===== src/rtl/qix_pkg.sv =====
`default_nettype none
// ============================================================================
// Module      : qix_pkg
// Description : Shared types and default constants for the Qix hiscore engine.
// Revision    : 1.0 - initial release
// ============================================================================
package qix_pkg;

   typedef enum logic [2:0] {
      IDLE    = 3'd0,
      WR      = 3'd1,
      RD_ADDR = 3'd2,
      RD_WAIT = 3'd3,
      RD_CAP  = 3'd4
   } hs_state_t;

   localparam logic [7:0]  QIX_HS_INDEX = 8'h04;
   localparam logic [15:0] QIX_HS_BASE  = 16'h8400;
   localparam int          QIX_HS_LEN   = 1024;

endpackage
`default_nettype wire


===== src/rtl/qix_hiscore_ctrl_if.sv =====
`default_nettype none
// ============================================================================
// Module      : qix_hiscore_ctrl_if
// Description : ioctl channel plus core hiscore port bundled as one bus.
// Revision    : 1.0 - initial release
// ============================================================================
interface qix_hiscore_ctrl_if;

   logic        ioctl_download;
   logic        ioctl_upload;
   logic [7:0]  ioctl_index;
   logic [24:0] ioctl_addr;
   logic        ioctl_wr;
   logic [7:0]  ioctl_data;
   logic        ioctl_rd;
   logic [7:0]  ioctl_din;
   logic        ioctl_wait;
   logic [15:0] hs_address;
   logic [7:0]  hs_wdata;
   logic        hs_write;
   logic [7:0]  hs_rdata;

   // master: the transfer engine
   modport master (
      input  ioctl_download, ioctl_upload, ioctl_index, ioctl_addr,
             ioctl_wr, ioctl_data, ioctl_rd, hs_rdata,
      output ioctl_din, ioctl_wait, hs_address, hs_wdata, hs_write
   );

   // slave: ioctl source and core RAM side
   modport slave (
      output ioctl_download, ioctl_upload, ioctl_index, ioctl_addr,
             ioctl_wr, ioctl_data, ioctl_rd, hs_rdata,
      input  ioctl_din, ioctl_wait, hs_address, hs_wdata, hs_write
   );

endinterface
`default_nettype wire


===== src/rtl/qix_hiscore_ctrl.sv =====
`default_nettype none
// ============================================================================
// Module      : qix_hiscore_ctrl
// Description : Moves hiscore bytes between ioctl and core CMOS RAM, pausing CPUs.
// Revision    : 1.0 - initial release
// ============================================================================
module qix_hiscore_ctrl
   import qix_pkg::*;
#(
   parameter logic [7:0]  HS_INDEX = QIX_HS_INDEX,
   parameter logic [15:0] HS_BASE  = QIX_HS_BASE,
   parameter int          HS_LEN   = QIX_HS_LEN
) (
   input  wire                 clk_20m,
   input  wire                 reset,
   qix_hiscore_ctrl_if.master  bus,
   output logic                pause_cpu,
   output logic                hs_loaded
);

   hs_state_t   state;
   logic        rd_oob;
   logic        wrote_any;
   logic        dl_d;

   logic        sel;
   logic        dl_now;
   logic        xfer;
   logic        in_range;
   logic [15:0] addr_next;

   assign sel       = (bus.ioctl_index == HS_INDEX);
   assign dl_now    = bus.ioctl_download & sel;
   assign xfer      = (bus.ioctl_download | bus.ioctl_upload) & sel;
   assign in_range  = (bus.ioctl_addr < 25'(HS_LEN));
   assign addr_next = HS_BASE + bus.ioctl_addr[15:0];

   always_ff @(posedge clk_20m) begin
      if (reset) begin
         state          <= IDLE;
         rd_oob         <= 1'b0;
         wrote_any      <= 1'b0;
         dl_d           <= 1'b0;
         pause_cpu      <= 1'b0;
         hs_loaded      <= 1'b0;
         bus.hs_address <= '0;
         bus.hs_wdata   <= '0;
         bus.hs_write   <= 1'b0;
         bus.ioctl_din  <= '0;
         bus.ioctl_wait <= 1'b0;
      end else begin
         // Hold the pause until any in-flight access has drained back to IDLE
         pause_cpu <= xfer | (pause_cpu & (state != IDLE));

         dl_d <= dl_now;
         if (dl_d & ~dl_now) begin
            if (wrote_any) hs_loaded <= 1'b1;
            wrote_any <= 1'b0;
         end

         case (state)
            IDLE: begin
               if (bus.ioctl_wr & bus.ioctl_download & sel) begin
                  state          <= WR;
                  bus.hs_address <= addr_next;
                  bus.hs_wdata   <= bus.ioctl_data;
                  bus.hs_write   <= in_range;
                  bus.ioctl_wait <= 1'b1;
                  if (in_range) wrote_any <= 1'b1;
               end else if (bus.ioctl_rd & bus.ioctl_upload & sel) begin
                  state          <= RD_ADDR;
                  bus.hs_address <= addr_next;
                  rd_oob         <= ~in_range;
                  bus.ioctl_wait <= 1'b1;
               end
            end
            WR: begin
               state          <= IDLE;
               bus.hs_write   <= 1'b0;
               bus.ioctl_wait <= 1'b0;
            end
            RD_ADDR: begin
               state <= RD_WAIT;
            end
            RD_WAIT: begin
               // RAM output now reflects the address presented in RD_ADDR
               state          <= RD_CAP;
               bus.ioctl_din  <= rd_oob ? 8'hFF : bus.hs_rdata;
               bus.ioctl_wait <= 1'b0;
            end
            RD_CAP: begin
               state <= IDLE;
            end
            default: begin
               state          <= IDLE;
               bus.hs_write   <= 1'b0;
               bus.ioctl_wait <= 1'b0;
            end
         endcase
      end
   end

endmodule
`default_nettype wire


===== src/flat_wrapper.sv =====
// flat-port wrapper written by rule: the top's interface ports become plain ports
module qix_hiscore_ctrl_flat import qix_pkg::*;
#(
   parameter logic [7:0]  HS_INDEX = QIX_HS_INDEX,
   parameter logic [15:0] HS_BASE  = QIX_HS_BASE,
   parameter int          HS_LEN   = QIX_HS_LEN
)
  (clk_20m, reset, pause_cpu, hs_loaded, bus_ioctl_download, bus_ioctl_upload, bus_ioctl_index, bus_ioctl_addr, bus_ioctl_wr, bus_ioctl_data, bus_ioctl_rd, bus_hs_rdata, bus_ioctl_din, bus_ioctl_wait, bus_hs_address, bus_hs_wdata, bus_hs_write);
  qix_hiscore_ctrl_if bus_i ();
  input  wire clk_20m;
  input  wire reset;
  output logic pause_cpu;
  output logic hs_loaded;
  input wire logic [$bits(bus_i.ioctl_download)-1:0] bus_ioctl_download;
  input wire logic [$bits(bus_i.ioctl_upload)-1:0] bus_ioctl_upload;
  input wire logic [$bits(bus_i.ioctl_index)-1:0] bus_ioctl_index;
  input wire logic [$bits(bus_i.ioctl_addr)-1:0] bus_ioctl_addr;
  input wire logic [$bits(bus_i.ioctl_wr)-1:0] bus_ioctl_wr;
  input wire logic [$bits(bus_i.ioctl_data)-1:0] bus_ioctl_data;
  input wire logic [$bits(bus_i.ioctl_rd)-1:0] bus_ioctl_rd;
  input wire logic [$bits(bus_i.hs_rdata)-1:0] bus_hs_rdata;
  output wire logic [$bits(bus_i.ioctl_din)-1:0] bus_ioctl_din;
  output wire logic [$bits(bus_i.ioctl_wait)-1:0] bus_ioctl_wait;
  output wire logic [$bits(bus_i.hs_address)-1:0] bus_hs_address;
  output wire logic [$bits(bus_i.hs_wdata)-1:0] bus_hs_wdata;
  output wire logic [$bits(bus_i.hs_write)-1:0] bus_hs_write;
  assign bus_i.ioctl_download = bus_ioctl_download;
  assign bus_i.ioctl_upload = bus_ioctl_upload;
  assign bus_i.ioctl_index = bus_ioctl_index;
  assign bus_i.ioctl_addr = bus_ioctl_addr;
  assign bus_i.ioctl_wr = bus_ioctl_wr;
  assign bus_i.ioctl_data = bus_ioctl_data;
  assign bus_i.ioctl_rd = bus_ioctl_rd;
  assign bus_i.hs_rdata = bus_hs_rdata;
  assign bus_ioctl_din = bus_i.ioctl_din;
  assign bus_ioctl_wait = bus_i.ioctl_wait;
  assign bus_hs_address = bus_i.hs_address;
  assign bus_hs_wdata = bus_i.hs_wdata;
  assign bus_hs_write = bus_i.hs_write;
  qix_hiscore_ctrl #(.HS_INDEX(HS_INDEX), .HS_BASE(HS_BASE), .HS_LEN(HS_LEN)) u_core (.clk_20m(clk_20m), .reset(reset), .bus(bus_i), .pause_cpu(pause_cpu), .hs_loaded(hs_loaded));
endmodule

===== config.mk =====
export PLATFORM = sky130hd
export DESIGN_NAME = qix_hiscore_ctrl_flat
export DESIGN_NICKNAME = d
export VERILOG_FILES = /design/src/rtl/qix_pkg.sv /design/src/rtl/qix_hiscore_ctrl_if.sv /design/src/rtl/qix_hiscore_ctrl.sv /design/src/flat_wrapper.sv
export SDC_FILE = /design/constraint.sdc
export NUM_CORES = 1
export LEC_CHECK = 0
export CORE_UTILIZATION = 42
export DETAILED_ROUTE_END_ITERATION = 6
export PLACE_DENSITY_LB_ADDON = 0.05
export SLEW_MARGIN = 10
export SYNTH_ARGS = -nofsm -noshare
export SYNTH_HDL_FRONTEND = slang
export SYNTH_SLANG_ARGS = --single-unit

===== constraint.sdc =====
create_clock -name clk_20m -period 2.5 [get_ports clk_20m]
set_clock_uncertainty 0.15 [all_clocks]
set_input_delay 0.375 -clock clk_20m [delete_from_list [all_inputs] [get_ports clk_20m]]
set_output_delay 0.375 -clock clk_20m [all_outputs]
set_load 0.01 [all_outputs]

# Word level (Yosys, flattened, before mapping)
# Cells that the tools add are included.
# totals
ff_bits	42
out_inout_bits	36
wordCells	60
# classes
n_reduce_logical	11
n_bitwise	15
order_cmp	1
mux	15
addsub	1
eq_ne	6
# ops
op	n
$mux W16	2
$lt A25 B11 Y1 const B	1
$add A16 B16 Y16 const A	1
$reduce_and A2 Y1	5
$pmux W3 S3	1
$and A1 B1 Y1	8
$eq A8 B3 Y1 const B	1
$mux W8	1
$mux W1	7
$eq A3 B2 Y1 const B	2
$mux W3	2
$not A1 Y1	5
$pmux W1 S2	2
$eq A3 B3 Y1 const B	1
$logic_not A3 Y1	1
$ne A3 B1 Y1 const B	1
$reduce_and A3 Y1	1
$reduce_bool A3 Y1	1
$reduce_or A3 Y1	1
$ne A2 B1 Y1 const B	1
$or A1 B1 Y1	2
$reduce_bool A2 Y1	1
$reduce_or A2 Y1	1

# Logic depth before layout (Yosys ltp)
# logic_depth
word_depth	8
ltp_mapped	7
mapped_depth_nobuf	5

# Worst setup path before layout
# Ideal clock, no wire load.
# synth_timing
path_type	input-to-reg
startpoint	input bus_ioctl_index[1]
endpoint	register u_core.bus.hs_address[11]
setup_time_ps	128
cell_stages	6
arrival_time_ps	1296
path_slack_ps	926
path_cell_list	nor4b_4 -> nand4_1 -> buf_4 -> buf_6 -> mux2i_1 -> nor2_1
# synth_between
elab_chain_len	4
# synth_rtl
element	line	source
start, declared	flat_wrapper.sv:16	input wire logic [$bits(bus_i.ioctl_index)-1:0] bus_ioctl_index;
$eq A8 B3 Y1 (*)	qix_hiscore_ctrl.sv:32	assign sel = (bus.ioctl_index == HS_INDEX);
$and A1 B1 Y1, on equally long branches	qix_hiscore_ctrl.sv:70, qix_hiscore_ctrl.sv:63	
$reduce_bool A2 Y1 (no line)	-	
$reduce_and A2 Y1 (no line)	-	
end signal, assigned	qix_hiscore_ctrl.sv:65	bus.hs_address <= addr_next;
end signal, assigned	qix_hiscore_ctrl.sv:72	bus.hs_address <= addr_next;
end, declared	qix_hiscore_ctrl_if.sv:27	output ioctl_din, ioctl_wait, hs_address, hs_wdata, hs_write
# Every way passes the cells marked *; elsewhere a longest branch is shown, timed or not.
# A chain may end at the register's enable or synchronous reset.

# Worst setup path after layout
# layout_timing
startpoint	input bus_ioctl_index[5]
endpoint	register u_core.bus.hs_address[10]
# Same word-level chain as after synthesis.

==> results.sh <==
export IMPL_final_antenna_net_count=0
export IMPL_synthToLayoutAreaGrowth_pct=59.7
export IMPL_arrival_ps=1950
export IMPL_period_minus_slack_ps=1860
export IMPL_drtIter0Drc=60
export IMPL_hold_violations=0
export IMPL_tns_ps=0
export IMPL_crit_type="primary input to flop"
export IMPL_final_nets=329
export IMPL_worst_pin_slew_ps=590
export IMPL_dieHeight_um=66.5
export IMPL_vias=1600
export IMPL_grt_first_pass_wirelength_mm=6.32
export IMPL_grtUsageTotal_pct=19.6
export IMPL_grt_pass1_vias=1481
export IMPL_synthXorXnorAreaFrac_pct=2.01
export IMPL_synth_area_mm2=0.00175
export IMPL_synth_nets=239
export IMPL_numPortBuffers=90
export IMPL_finalSetupViolCount=0
export IMPL_synth_mux_area_share_pct=13.2
export IMPL_yosys_warnings=0
export IMPL_avgViaCountPerCell=4.94
export IMPL_max_clock_path_buffers=2
export IMPL_synth_distinct_cells=35
export IMPL_fin_crit_sh_pct=74.5
export IMPL_dieArea_mm2=0.00442
export IMPL_antenna_found_initial=0
export IMPL_routed_wl_mm=3.98
export IMPL_ios=91
export IMPL_cp_end_kind="flop"
export IMPL_p_leak_nw=1.16
export IMPL_crit_path_start_kind="primary input"
export IMPL_path_clk_slew_ps=70
export IMPL_clock_fmax_mhz=537
export IMPL_cap_viol_max_count=0
export IMPL_crit_fanout=18
export IMPL_report_power_total_w=0.00124
export IMPL_drc=0
export IMPL_run_status="completed"
export IMPL_start_util_pct=43.7
export IMPL_cts_tree="yes"
export IMPL_hold_buffers=0
export IMPL_cts_root_buf="clkbuf_8"
export IMPL_drt_first_pass_iters=4
export IMPL_n_antenna_cell=0
export IMPL_clock_sinks=42
export IMPL_coreArea_mm2=0.00400
export IMPL_cts_buffers=5
export IMPL_max_slew_margin_rel_pct=60.6
export IMPL_die_x_um=66.5
export IMPL_post_synth_top_area_cell="dfxtp_1"
export IMPL_synth_area_leaders="dfxtp_1, mux2i_1, nor2_1"
export IMPL_dpl_hpwl_mm=3.03
export IMPL_synth_seq_cells=42
export IMPL_synth_top_family_by_area="simple AND/OR/NAND/NOR gates"
export IMPL_ctsResizeCount=0
export IMPL_gp_congestion=0.728
export IMPL_synth_compound_area_share_pct=9.46
export IMPL_postSynthCellCount=183
export IMPL_avgRoutedWirePerCell_um=12.3
export IMPL_synth_simple_gate_area_share_pct=22.8
export IMPL_cts_htree_levels=2
export IMPL_finalWorstSetupSlack_ps=637
export IMPL_required_ps=2590
export IMPL_ir_drop_v=0.000382
export IMPL_grt_start_max_net_pins=20
export IMPL_final_layout_size_suffix_gt1_share_pct=7.30
export IMPL_overflow=0
export IMPL_std_cell_rows=23
export IMPL_slew_viol_final=0
export IMPL_yosysTopAreaCellShare_pct=48.1
export IMPL_synthAdderAreaFrac_pct=0.716
export IMPL_dp_worst_setup_slack_ps=338
export IMPL_post_cts_buffers=0
export IMPL_synth_seq_area_share_pct=48.1
export IMPL_rsz0062_at_grt="false"
export IMPL_power_density_mw_per_mm2=446
export IMPL_clk_latency_ps=310
export IMPL_min_path_type="flop to flop"
export IMPL_postSynthAreaPerCell_um2=9.54
final timing paths:
kind / end / slack (ps) / from / cells after the start
max: u_core.bus.hs_address[10] / 640 / bus_ioctl_index[5] / 6
min: u_core.bus.hs_address[10] / 300 / u_core.bus.hs_address[10] / 2
max reg2reg: u_core.bus.ioctl_din[1] / 800 / u_core.state[1] / 4
min reg2reg: u_core.bus.hs_address[10] / 300 / u_core.bus.hs_address[10] / 2
synth_stat cells, drive strengths merged:
cell,number
a21bo,1
clkbuf,6
xor2,1
a21oi,4
nand2,5
ha,1
dfxtp,42
a22o,2
mux2i,23
nor3,4
xnor2,3
nor2,48
o31ai,1
and4,2
nand3,4
nor4b,1
nand4,2
or3,1
buf,6
a311o,1
and2,2
a211oi,8
inv,1
nand2b,2
o21ai,2
nor2b,1
or2,1
a31oi,4
nor4,4
logic make-up (layout without fill, tap and decap cells):
kind of cell             after synthesis  in the layout
AND/OR/NAND/NOR                       77             77
multiplexers                          23             23
AO/OA/AOI/OAI                         23             23
XOR/XNOR                               4              4
adder cells (fa/ha/maj)                1              1
flip-flops                            42             42
buffers and inverters                 13            104
critical path, stage by stage:
cell and delay (ps):
clkdlybuf4s50_1 450, nor4_4 360, nand4_1 200, buf_12 210, or2_1 210, a21oi_1 130
stage by stage:
step / hold slack [ps] / util [%] / area (um2) / cells
after detailed placement: 297 / 67.5 / 2700 / 316
after floorplan: 318 / - / 1750 / 183
after CTS: 306 / 69.7 / 2790 / 324
final: 304 / 69.7 / 2790 / 324
after global placement: 290 / 67.5 / 2700 / 316
after global routing: 319 / 69.7 / 2790 / 324
state kept, by name, indices dropped and copies added (netlist names):
signal / cells
u_core.bus.hs_address: 16
u_core.dl_d: 1
u_core.state: 3
u_core.pause_cpu: 1
u_core.hs_loaded: 1
u_core.bus.ioctl_din: 8
u_core.rd_oob: 1
u_core.wrote_any: 1
u_core.bus.hs_write: 1
u_core.bus.hs_wdata: 8
u_core.bus.ioctl_wait: 1
layer usage:
| layer | part of all wire [%] | vias up | GRT usage, % |
|---|---|---|---|
| met1 | 42 | 723 | 21.7 |
| met3 | 9.5 | 6 | 9.93 |
| met4 | 1.5 | 0 | 7.18 |
| li1 | - | 814 | - |
| met5 | 0 | - | 0 |
| met2 | 47 | 57 | 32.1 |
placed cells by master, fill, tap and decap left out, types with 2 or more instances in the layout:
master,synthesis,routed
a211oi_1,8,8
a21oi_1,4,4
a22o_1,2,2
a31oi_1,4,4
and2_1,2,2
and4_1,2,2
buf_4,1,4
clkbuf_8,0,5
clkdlybuf4s50_1,0,90
dfxtp_1,42,42
mux2i_1,23,23
nand2_1,5,5
nand3_1,4,4
nand4_1,2,2
nor2_1,47,47
nor3_1,3,3
nor4_1,3,3
o21ai_0,2,2
xnor2_1,3,3
power breakdown:
part           leakage [nW]  total [W]  switching (W)  internal (W)
logic                 0.774   0.000137      0.0000437     0.0000938
clock network        0.0441   0.000435       0.000239      0.000196
registers             0.338   0.000672     0.00000145      0.000671
total                  1.16    0.00124       0.000284      0.000960
final cells by class:
cell class	instances	area (um2)
Tap cell	50	62.6
Multi-Input combinational cell	128	841
Sequential cell	42	841
Fill cell	341	1210
Clock inverter	3	21.3
Timing Repair Buffer	95	951
Clock buffer	5	68.8
Inverter	1	3.75
Power figures use the tool's default switching activity.
